===== config.mk =====
export PLATFORM = sky130hd
export DESIGN_NAME = arf_sequencer
export DESIGN_NICKNAME = d
export VERILOG_FILES = /design/src/rtl/arf_pkg.sv /design/src/rtl/arf_sequencer.sv
export SDC_FILE = /design/constraint.sdc
export NUM_CORES = 1
export LEC_CHECK = 0
export CAP_MARGIN = 20
export CORE_ASPECT_RATIO = 0.75
export CORE_MARGIN = 2
export CORE_UTILIZATION = 40
export DETAILED_ROUTE_END_ITERATION = 12
export HOLD_SLACK_MARGIN = 0.06
export PLACE_DENSITY = 0.63
export SETUP_SLACK_MARGIN = 0.15
export SYNTH_ARGS = -nofsm -noshare
export SYNTH_HDL_FRONTEND = slang
export SYNTH_SLANG_ARGS = --single-unit

===== constraint.sdc =====
create_clock -name Clock -period 5.7 [get_ports Clock]
set_clock_uncertainty 0.1 [all_clocks]
set_input_delay 0.855 -clock Clock [delete_from_list [all_inputs] [get_ports Clock]]
set_output_delay 0.855 -clock Clock [all_outputs]
set_load 0.05 [all_outputs]

===== src/rtl/arf_pkg.sv =====
// Shared encodings for the address register file sequencer: commands, file
// function/select codes, one-cold register enables and FSM states.
package arf_pkg;

    typedef enum logic [2:0] {
        CMD_NOP   = 3'b000,
        CMD_FETCH = 3'b001,
        CMD_JUMP  = 3'b010,
        CMD_LDAR  = 3'b011,
        CMD_PUSH  = 3'b100,
        CMD_POP   = 3'b101,
        CMD_CALL  = 3'b110,
        CMD_RET   = 3'b111
    } cmd_e;

    localparam logic [2:0] FUN_DEC  = 3'b000;
    localparam logic [2:0] FUN_INC  = 3'b001;
    localparam logic [2:0] FUN_LOAD = 3'b010;
    localparam logic [2:0] FUN_CLR  = 3'b011;

    localparam logic [1:0] SEL_PC = 2'b00;
    localparam logic [1:0] SEL_AR = 2'b10;
    localparam logic [1:0] SEL_SP = 2'b11;

    localparam logic [2:0] REG_NONE = 3'b111;
    localparam logic [2:0] REG_PC   = 3'b011;
    localparam logic [2:0] REG_AR   = 3'b101;
    localparam logic [2:0] REG_SP   = 3'b110;

    typedef enum logic [1:0] {
        ST_IDLE = 2'b00,
        ST_EX1  = 2'b01,
        ST_EX2  = 2'b10,
        ST_EX3  = 2'b11
    } state_e;

    // Commands that grow the stack by one entry when they complete.
    function automatic logic is_grow(input cmd_e c);
        return (c == CMD_PUSH) || (c == CMD_CALL);
    endfunction

    // Commands that shrink the stack by one entry when they complete.
    function automatic logic is_shrink(input cmd_e c);
        return (c == CMD_POP) || (c == CMD_RET);
    endfunction

endpackage


===== src/rtl/arf_sequencer.sv =====
// Multi-cycle Moore controller that sequences PC/AR/SP operations in the
// address register file and tracks stack depth for bound checking.
module arf_sequencer
    import arf_pkg::*;
#(
    parameter int DEPTH = 256
) (
    input  logic       Clock,
    input  logic       Reset,
    input  logic       CmdValid,
    input  logic [2:0] Cmd,
    output logic       CmdReady,
    output logic [1:0] OutCSel,
    output logic [1:0] OutDSel,
    output logic [2:0] FunSel,
    output logic [2:0] RegSel,
    output logic       AddrValid,
    output logic       MemWrite,
    output logic       Done,
    output logic       Err
);

    localparam int DW = $clog2(DEPTH + 1);
    localparam logic [DW-1:0] DEPTH_MAX = DW'(DEPTH);

    state_e        state_q, state_d;
    cmd_e          cmd_q, cmd_d;
    logic [DW-1:0] depth_q, depth_d;
    logic          reject_s;

    // Bounds violation is judged in EX1; depth cannot change between acceptance and EX1.
    assign reject_s = (state_q == ST_EX1) &&
                      ((is_grow(cmd_q) && (depth_q == DEPTH_MAX)) ||
                       (is_shrink(cmd_q) && (depth_q == {DW{1'b0}})));

    // State, latched command and stack depth registers.
    always_ff @(posedge Clock or posedge Reset) begin
        if (Reset) begin
            state_q <= ST_IDLE;
            cmd_q   <= CMD_NOP;
            depth_q <= {DW{1'b0}};
        end else begin
            state_q <= state_d;
            cmd_q   <= cmd_d;
            depth_q <= depth_d;
        end
    end

    // Next-state, command capture and depth update.
    always_comb begin
        state_d = state_q;
        cmd_d   = cmd_q;
        depth_d = depth_q;
        case (state_q)
            ST_IDLE: begin
                if (CmdValid) begin
                    cmd_d   = cmd_e'(Cmd);
                    state_d = ST_EX1;
                end else begin
                    state_d = ST_IDLE;
                end
            end
            ST_EX1: begin
                if (reject_s) begin
                    state_d = ST_IDLE;
                end else if ((cmd_q == CMD_PUSH) || (cmd_q == CMD_CALL) || (cmd_q == CMD_RET)) begin
                    state_d = ST_EX2;
                end else begin
                    state_d = ST_IDLE;
                    if ((cmd_q == CMD_POP) && (depth_q != {DW{1'b0}})) begin
                        depth_d = depth_q - DW'(1);
                    end else begin
                        depth_d = depth_q;
                    end
                end
            end
            ST_EX2: begin
                if (cmd_q == CMD_CALL) begin
                    state_d = ST_EX3;
                end else begin
                    state_d = ST_IDLE;
                    if ((cmd_q == CMD_PUSH) && (depth_q != DEPTH_MAX)) begin
                        depth_d = depth_q + DW'(1);
                    end else if ((cmd_q == CMD_RET) && (depth_q != {DW{1'b0}})) begin
                        depth_d = depth_q - DW'(1);
                    end else begin
                        depth_d = depth_q;
                    end
                end
            end
            ST_EX3: begin
                state_d = ST_IDLE;
                if ((cmd_q == CMD_CALL) && (depth_q != DEPTH_MAX)) begin
                    depth_d = depth_q + DW'(1);
                end else begin
                    depth_d = depth_q;
                end
            end
            default: begin
                state_d = ST_IDLE;
            end
        endcase
    end

    // Moore output decode from state and latched command only.
    always_comb begin
        CmdReady  = 1'b0;
        OutCSel   = SEL_PC;
        OutDSel   = SEL_PC;
        FunSel    = FUN_DEC;
        RegSel    = REG_NONE;
        AddrValid = 1'b0;
        MemWrite  = 1'b0;
        Done      = 1'b0;
        Err       = 1'b0;
        case (state_q)
            ST_IDLE: begin
                CmdReady = 1'b1;
            end
            ST_EX1: begin
                if (reject_s) begin
                    Err  = 1'b1;
                    Done = 1'b1;
                end else begin
                    case (cmd_q)
                        CMD_NOP: begin
                            Done = 1'b1;
                        end
                        CMD_FETCH: begin
                            OutDSel   = SEL_PC;
                            AddrValid = 1'b1;
                            FunSel    = FUN_INC;
                            RegSel    = REG_PC;
                            Done      = 1'b1;
                        end
                        CMD_JUMP: begin
                            FunSel = FUN_LOAD;
                            RegSel = REG_PC;
                            Done   = 1'b1;
                        end
                        CMD_LDAR: begin
                            FunSel = FUN_LOAD;
                            RegSel = REG_AR;
                            Done   = 1'b1;
                        end
                        CMD_PUSH, CMD_CALL: begin
                            FunSel = FUN_DEC;
                            RegSel = REG_SP;
                        end
                        CMD_POP, CMD_RET: begin
                            OutDSel   = SEL_SP;
                            AddrValid = 1'b1;
                            FunSel    = FUN_INC;
                            RegSel    = REG_SP;
                            Done      = (cmd_q == CMD_POP);
                        end
                        default: begin
                            Done = 1'b1;
                        end
                    endcase
                end
            end
            ST_EX2: begin
                case (cmd_q)
                    CMD_PUSH: begin
                        OutDSel   = SEL_SP;
                        AddrValid = 1'b1;
                        MemWrite  = 1'b1;
                        Done      = 1'b1;
                    end
                    CMD_CALL: begin
                        OutCSel   = SEL_PC;
                        OutDSel   = SEL_SP;
                        AddrValid = 1'b1;
                        MemWrite  = 1'b1;
                    end
                    CMD_RET: begin
                        FunSel = FUN_LOAD;
                        RegSel = REG_PC;
                        Done   = 1'b1;
                    end
                    default: begin
                        Done = 1'b0;
                    end
                endcase
            end
            ST_EX3: begin
                if (cmd_q == CMD_CALL) begin
                    FunSel = FUN_LOAD;
                    RegSel = REG_PC;
                    Done   = 1'b1;
                end else begin
                    Done = 1'b0;
                end
            end
            default: begin
                CmdReady = 1'b0;
            end
        endcase
    end

endmodule


# Word-level counts from Yosys, hierarchy flattened
# Cells that the tools add are included.
[op_classes] muxes=40 n_addsub=2 reduce_logical=26 eq_ne=18
[op_table] operator="9-bit 2-to-1 mux" n=7
[op_table] operator="9-bit case mux with 3 select lines" n=1
[op_table] operator="2-bit 2-to-1 mux" n=9
[op_table] operator="3-bit case mux with 3 select lines" n=2
[op_table] operator="3-bit equality test (second input constant)" n=4
[op_table] operator="1-bit 2-to-1 mux" n=11
[op_table] operator="2-bit OR reduction" n=5
[op_table] operator="9-bit by 1-bit adder with 9-bit output (second input constant)" n=1
[op_table] operator="9-bit equality test (second input constant)" n=1
[op_table] operator="9-bit zero test" n=1
[op_table] operator="3-bit 2-to-1 mux" n=3
[op_table] operator="9-bit inequality test (second input constant)" n=1
[op_table] operator="9-bit nonzero test" n=1
[op_table] operator="9-bit by 1-bit subtractor with 9-bit output (second input constant)" n=1
[op_table] operator="2-bit inequality test (second input constant)" n=4
[op_table] operator="2-bit case mux with 2 select lines" n=2
[op_table] operator="2-bit case mux with 4 select lines" n=1
[op_table] operator="4-bit OR reduction" n=2
[op_table] operator="1-bit logical AND" n=7
[op_table] operator="7-bit AND reduction" n=1
[op_table] operator="3-bit by 2-bit equality test with 1-bit output (second input constant)" n=2
[op_table] operator="2-bit case mux with 3 select lines" n=1
[op_table] operator="2-bit equality test (second input constant)" n=2
[op_table] operator="1-bit logical OR" n=4
[op_table] operator="11 further kinds" n=12
[totals] inputBits=6 ff_bits=14 output_inout_bits=15

# Logic depth before layout (Yosys ltp)
# Gate-level depths: netlist (run 1).
[logic_depth] ltp_word=7 ltp_mapped=10 depth_no_buf=8

# Worst setup path after synthesis (run 1)
# Ideal clock, no wire load.
[synth_timing] path_type="register -> output" startpoint="register state_q[0]" endpoint="output port FunSel[1]" required_time_ps=4745 path_buffers=0 arrival_time_ps=2259 stages_incl_launch_ff=5 setup_slack_ps=2486 path_cell_list="dfrtp_1 > inv_1 > ha_1 > nand2b_1 > a211oi_1"
[synth_via] elab_chain_cells=4
[synth_lines] item="from (decl)" line_no="arf_sequencer.sv:26" source="state_e state_q, state_d;"
[synth_lines] item="from (signal assigned)" line_no="arf_sequencer.sv:43" source="state_q <= state_d;"
[synth_lines] item="2-bit by 1-bit equality test with 1-bit output" line_no="arf_sequencer.sv:32, arf_sequencer.sv:116"
[synth_lines] item="1-bit logical AND" line_no="arf_sequencer.sv:32" source="assign reject_s = (state_q == ST_EX1) &&"
[synth_lines] item="2-bit 2-to-1 mux" line_no="arf_sequencer.sv:121" source="if (reject_s) begin"
[synth_lines] item="2-bit case mux with 3 select lines (*)" line_no="arf_sequencer.sv:116" source="case (state_q)"
[synth_lines] item="to (decl)" line_no="arf_sequencer.sv:15" source="output logic [2:0] FunSel,"
# Every way passes the cells marked *; elsewhere a longest branch is shown, timed or not.

# Worst setup path in the final report (run 1)
[layout_timing] startpoint="register depth_q[1]" endpoint="output port OutDSel[1]"
[layout_via] elab_chain_cells=6
[layout_lines] item="from (decl)" line_no="arf_sequencer.sv:28" source="logic [DW-1:0] depth_q, depth_d;"
[layout_lines] item="from (signal assigned)" line_no="arf_sequencer.sv:41" source="depth_q <= {DW{1'b0}};"
[layout_lines] item="from (signal assigned)" line_no="arf_sequencer.sv:45" source="depth_q <= depth_d;"
[layout_lines] item="9-bit equality test / 9-bit zero test (equally long branches)" line_no="arf_sequencer.sv:33, arf_sequencer.sv:34"
[layout_lines] item="1-bit logical AND, on equally long branches" line_no="arf_sequencer.sv:33, arf_sequencer.sv:34"
[layout_lines] item="1-bit logical OR (*)" line_no="arf_sequencer.sv:33" source="((is_grow(cmd_q) && (depth_q == DEPTH_MAX)) ||"
[layout_lines] item="1-bit logical AND (*)" line_no="arf_sequencer.sv:32"
[layout_lines] item="2-bit 2-to-1 mux (*)" line_no="arf_sequencer.sv:121"
[layout_lines] item="2-bit case mux with 2 select lines (*)" line_no="arf_sequencer.sv:116"
[layout_lines] item="to (decl)" line_no="arf_sequencer.sv:14" source="output logic [1:0] OutDSel,"
# Marked as above.

==> impl_metrics.tcl, run 1 <==
set metrics [dict create \
    outcome "completed" \
    area_growth_pct 14.8 \
    cts_sinks 14 \
    multi_input_area_um2 833 \
    cp-start-kind "register" \
    hold_class "reg -> reg" \
    p_per_area_nw_per_um2 415 \
    cts.clk_slew.worst_paths_ns 0.06 \
    row_count 17 \
    hold_end "depth_q[5]" \
    cts_hold_buf 0 \
    first_pass_iters 4 \
    grt_pass1_wl_mm 5.11 \
    grt_pass1_vias 1115 \
    crit_required_ns 4.74 \
    yosysWarnings 0 \
    worst_pin_slew_ns 0.784 \
    die_w_um 69.9 \
    clockBufferDepth 2 \
    synthTopCellsByArea "dfrtp_1 27%, ha_1 6.7%, nand2_1 4.0%" \
    worstPathMaxFanout 5 \
    reg2reg_from "cmd_q[0]" \
    via_count 1165 \
    reg2reg_slack_ns 2.98 \
    cts_tree "done" \
    post-route-period-util_pct 63.0 \
    maxSlewHeadroom_pct 47.7 \
    synthCells 150 \
    drive_gt1_share_pct 10.6 \
    clock_latency_ns 0.25 \
    static-leakage-power_uw 0.000582 \
    port_buffers 17 \
    regArea_um2 350 \
    worst_setup_path_end_kind "output port" \
    syn-cell-area_um2 1300 \
    r2r_cells 6 \
    rsz0062_at_grt "false" \
    design.core.area_um2 3020 \
    max_freq_mhz 279 \
    dieArea_um2 3730 \
    fp.dieH_um 53.4 \
    hold_violations 0 \
    placed_cell_area_um2 1440 \
    cts_resized 0 \
    place_congestion 0.865 \
    ys_async_sr_fraction_pct 100 \
    hp-start "depth_q[5]" \
    drt_iter0_markers 77 \
    gr-total-overflow 0 \
    drc 0 \
    num_io_pins 21 \
    synth_top_area_share_pct 26.9 \
    ys_types 48 \
    grt_max_degree 18 \
    detail_route.wirelength_mm 3.04 \
    n_antenna_cell 0 \
    holdPathStages 1 \
    synth_ff_type "dfrtp_1" \
    synth_seq_cells 14 \
    yosys.area.top_type "dfrtp_1" \
    start_util_pct 43.1 \
    grt.total_usage_pct 17.7 \
    final_area_um2 1490 \
    antenna_found_initial 0 \
    fin_crit_ns 3.59 \
    final_nets 174 \
    worst_r2r_endpoint "depth_q[2]" \
    h-tree-depth 1 \
    fillers 284 \
    synth_edf_count 0 \
    final_cell_mix "17 x clkdlybuf4s50_1, 14 x nand2_1, 14 x dfrtp_1, 9 x inv_1, 8 x nor2_1" \
    finalSetupTns_ns 0 \
    drv_slew 0 \
    antenna_left 0 \
    seq_area_frac_synth_pct 26.9 \
    post_cts_buffers 0 \
    syn_area_per_cell_um2 8.67 \
    cp.arrival_ns 2.63 \
    viasPerCell 5.88 \
    cts_inserted_buffers 3 \
    setup_viol 0 \
    drv_cap 0 \
    vdd_ir_drop_max_mv 0.256 \
    dp_hpwl_mm 2.31 \
    cts_root_buf "clkbuf_8" \
    hold_ws_ns 0.462 \
    layout_commonest_cell "clkdlybuf4s50_1" \
    wl_per_cell_um 15.4 \
    criticalPathCategory "reg -> out" \
]
-- synthesized netlist by cell type, types with 3 or more instances --
master / count
nor3_1: 4
ha_1: 7
nand3b_1: 3
o21ai_0: 5
buf_4: 5
inv_1: 9
nand2_1: 14
nor2_1: 8
dfrtp_1: 14
xor2_1: 3
a31oi_1: 6
buf_2: 4
mux2i_1: 3
a32o_1: 3
xnor2_1: 6
nand3_1: 7
nand2b_1: 3
mux2_2: 3
a21oi_1: 6
-- worst max-delay path: stages (launching register included) --
cell and delay, ns:
dfrtp_1 0.45, inv_1 0.16, ha_1 0.17, nor4b_4 0.29, nand4_1 0.16, and2_1 0.26, mux2i_1 0.14, nor2_1 0.07
clkdlybuf4s50_1 0.70
-- worst max path at each step --
stage | start | end | slack [ns]
detailed placement | depth_q[0] | OutDSel[1] | 2.40
global route | depth_q[0] | OutDSel[1] | 1.95
global placement | depth_q[0] | OutDSel[0] | 2.46
floorplan | state_q[0] | FunSel[1] | 2.49
CTS | depth_q[1] | OutDSel[1] | 2.12
finish | depth_q[1] | OutDSel[1] | 2.11
-- state kept, by name, summed over array words and instances (netlist names) --
name	flops
cmd_q	3
depth_q	9
state_q	2
-- power by group --
group	internal (uW)	total (uW)	switching [uW]
logic	128	297	169
registers	138	227	89.2
clock network	61.2	95.7	34.5
total	327	620	293
-- layer usage --
| metal | global-route usage (%) | share of wire [%] | wire length (um) | vias up |
|---|---|---|---|---|
| met4 | 4.49 | 0.72 | 22 | 0 |
| met3 | 4.57 | 4.7 | 143 | 4 |
| li1 | - | - | - | 550 |
| met5 | 0 | 0 | 0 | - |
| met1 | 22.0 | 46 | 1400 | 575 |
| met2 | 30.8 | 48 | 1470 | 36 |
-- per-stage QoR --
step	std cells	utilization (%)	power [uW]	setup slack [ns]
global route	198	49.5	666	1.95
detailed placement	194	47.6	522	2.40
CTS	198	49.5	621	2.12
global placement	194	47.6	510	2.46
floorplan	152	-	459	2.49
finish	198	49.5	620	2.11
-- area by class of cell --
| cell class | instances | area share [%] |
|---|---|---|
| Multi-Input combinational cell | 115 | 55.8 |
| Tap cell | 38 | 3.18 |
| Clock buffer | 4 | 3.69 |
| Inverter | 10 | 2.51 |
| Sequential cell | 14 | 23.5 |
| Timing Repair Buffer | 17 | 11.4 |
-- logic make-up (layout without fill, tap and decap cells) --
family	count (synthesis)	in the layout	share of synthesized area, %
AND/OR/NAND/NOR	52	52	23.5
flip-flops	14	14	26.9
adder cells (fa/ha/maj)	7	7	6.73
other	1	3	0.288
multiplexers	6	6	4.90
AO/OA/AOI/OAI	38	38	22.0
XOR/XNOR	9	9	6.06
buffers and inverters	23	31	9.62
Power figures use the tool's default switching activity.
==> run 2, diff against run 1 <==
--- a/config.mk
+++ b/config.mk
@@ -11,7 +11,7 @@
 export CORE_UTILIZATION = 40
 export DETAILED_ROUTE_END_ITERATION = 12
 export HOLD_SLACK_MARGIN = 0.06
-export PLACE_DENSITY = 0.63
+export PLACE_DENSITY = 0.65
 export SETUP_SLACK_MARGIN = 0.15
 export SYNTH_ARGS = -nofsm -noshare
 export SYNTH_HDL_FRONTEND = slang
==> constraint.sdc (replaced) <==
create_clock -name Clock -period 3.2 [get_ports Clock]
set_clock_uncertainty 0.1 [all_clocks]
set_input_delay 0.48 -clock Clock [delete_from_list [all_inputs] [get_ports Clock]]
set_output_delay 0.48 -clock Clock [all_outputs]
set_load 0.05 [all_outputs]
==> impl_metrics.tcl, run 2 (synthesis results as in run 1) <==
set metrics [dict create \
    post-route-period-util_pct 91.2 \
    p_clk_share_pct 15.6 \
    fillers 289 \
    cts_root_buf "clkbuf_8" \
    final_cell_mix "14 x nand2_1, 14 x dfrtp_1, 10 x clkdlybuf4s50_1, 9 x inv_1, 8 x nor2_1" \
    n_antenna_cell 0 \
    num_io_pins 21 \
    grt_pass1_wl_mm 4.91 \
    start_util_pct 43.1 \
    finalPower_uw 1120 \
    design.core.area_um2 3020 \
    swShare_pct 47.0 \
    r2r_cells 7 \
    static-leakage-power_uw 0.000635 \
    final_nets 177 \
    reg2reg_slack_ns 0.66 \
    largest_reg_flops 9 \
    dp_hpwl_mm 2.28 \
    worst_setup_path_end_kind "output port" \
    multi_input_area_um2 833 \
    regArea_um2 350 \
    port_buffers 17 \
    maxSlewHeadroom_pct 61.7 \
    cts_hold_buf 0 \
    rsz0062_at_grt "true" \
    cp.arrival_ns 2.34 \
    gr-total-overflow 0 \
    viasPerCell 5.72 \
    worst-path-stages 8 \
    cts.clk_slew.worst_paths_ns 0.06 \
    met2_length_mm 1.31 \
    area_growth_pct 15.9 \
    maxUsedRoutingLayer "met3" \
    top_register "depth_q" \
    finalSetupTns_ns 0 \
    hp-start "depth_q[5]" \
    wl_met1_mm 1.51 \
    cts_resized 6 \
    cts_inserted_buffers 3 \
    top_regs "depth_q (9), cmd_q (3), state_q (2)" \
    comb_power_share_pct 49.8 \
    clockBufferDepth 2 \
    cpMaxStageDelayCell "dfrtp_1" \
    post_cts_buffers 0 \
    wl_per_cell_um 14.8 \
    drive_gt1_share_pct 12.9 \
    antenna_left 0 \
    hold_class "reg -> reg" \
    drt_iter0_markers 115 \
    cp-start-kind "register" \
    place_congestion 0.890 \
    criticalPathCategory "reg -> out" \
    h-tree-depth 1 \
    die_w_um 69.9 \
    reg2reg_from "cmd_q[1]" \
    p_int_uw 593 \
    detail_route.wirelength_mm 2.97 \
    fin_crit_ns 2.92 \
    worstPathMaxFanout 5 \
    via_count 1149 \
    worst_pin_slew_ns 0.573 \
    antenna_found_initial 0 \
    crit_required_ns 2.62 \
    crit_start "depth_q[0]" \
    fp.dieH_um 53.4 \
    drv_slew 0 \
    max_freq_mhz 343 \
    dieArea_um2 3730 \
    power.sequential.fraction_pct 34.6 \
    setup_viol 0 \
    cp_cell_sequence "inv_1 > ha_1 > nor4b_4 > nand4_1 > and2_1 > mux2i_1 > nor2_1 > dlygate4sd2_1" \
    clock_latency_ns 0.24 \
    hold_violations 0 \
    row_count 17 \
    cp-endpoint "OutDSel[1]" \
    crit_family "simple AND/OR/NAND/NOR gates" \
    worst_r2r_endpoint "depth_q[6]" \
    grt.total_usage_pct 16.7 \
    outcome "completed" \
    cts_tree "done" \
    p_per_area_nw_per_um2 742 \
    path_buf_inv 2 \
    first_pass_iters 4 \
    wl_met3_um 152 \
    cts_sinks 14 \
    drv_cap 0 \
    drc 0 \
    grt_max_degree 18 \
    vdd_ir_drop_max_mv 0.375 \
    grt_pass1_vias 1039 \
    switching_power_uw 525 \
    max_stage_delay_ns 0.43 \
]
-- run 2: cell count changes in the layout (fill, tap and decap cells not counted) --
| cell | previous run | this run |
|---|---|---|
| buf_4 | 0 | 3 |
| dlymetal6s2s_1 | 0 | 1 |
| clkbuf_2 | 0 | 1 |
| clkdlybuf4s50_1 | 17 | 10 |
| dlygate4sd2_1 | 0 | 5 |
-- run 2: layout make-up --
type                            count  area share, %
Clock buffer                        4           3.65
Inverter                           10           2.49
Multi-Input combinational cell    115           55.3
Sequential cell                    14           23.2
Tap cell                           38           3.15
Timing Repair Buffer               20           12.2
-- run 2: power groups by stage --
stage | Combinational, uW | Clock, uW | Sequential (uW)
after floorplan | 489 | 0 | 328
after global placement | 550 | 0 | 382
after detailed placement | 557 | 0 | 387
after CTS | 554 | 179 | 384
after global routing | 605 | 189 | 401
final | 557 | 174 | 386
-- run 2: metal layers --
| metal | vias to the layer above | global-route usage (%) |
|---|---|---|
| li1 | 558 | - |
| met1 | 547 | 23.0 |
| met2 | 44 | 27.1 |
| met3 | 0 | 4.00 |
| met4 | 0 | 2.56 |
| met5 | - | 0 |
-- run 2: worst min-delay path by stage --
stage	slack [ns]	cells after the start	to
2_1_floorplan	0.27	1	cmd_q[0]
3_3_place_gp	0.44	1	depth_q[5]
3_5_place_dp	0.45	1	depth_q[5]
4_1_cts	0.46	1	depth_q[5]
5_1_grt	0.50	1	depth_q[5]
6_report	0.46	1	depth_q[5]
-- run 2: per-stage QoR --
stage | hold slack [ns] | utilization [%] | area (um^2) | setup WS [ns] | cells
after floorplan | 0.269 | - | 1310 | 0.361 | 152
after global placement | 0.444 | 48.4 | 1460 | 0.330 | 197
after detailed placement | 0.451 | 48.4 | 1460 | 0.266 | 197
after CTS | 0.460 | 50.0 | 1510 | 0.195 | 201
after global routing | 0.495 | 49.9 | 1510 | 0.0838 | 201
final | 0.458 | 49.9 | 1510 | 0.282 | 201
-- run 2: worst register-to-register path, cell delays in order, from the launching register on --
cell and delay, ns:
dfrtp_1 0.58, or3_1 0.39, nand4_1 0.11, a31oi_1 0.13
a2111oi_4 0.61, buf_4 0.24, o21ai_2 0.05, a32o_1 0.21
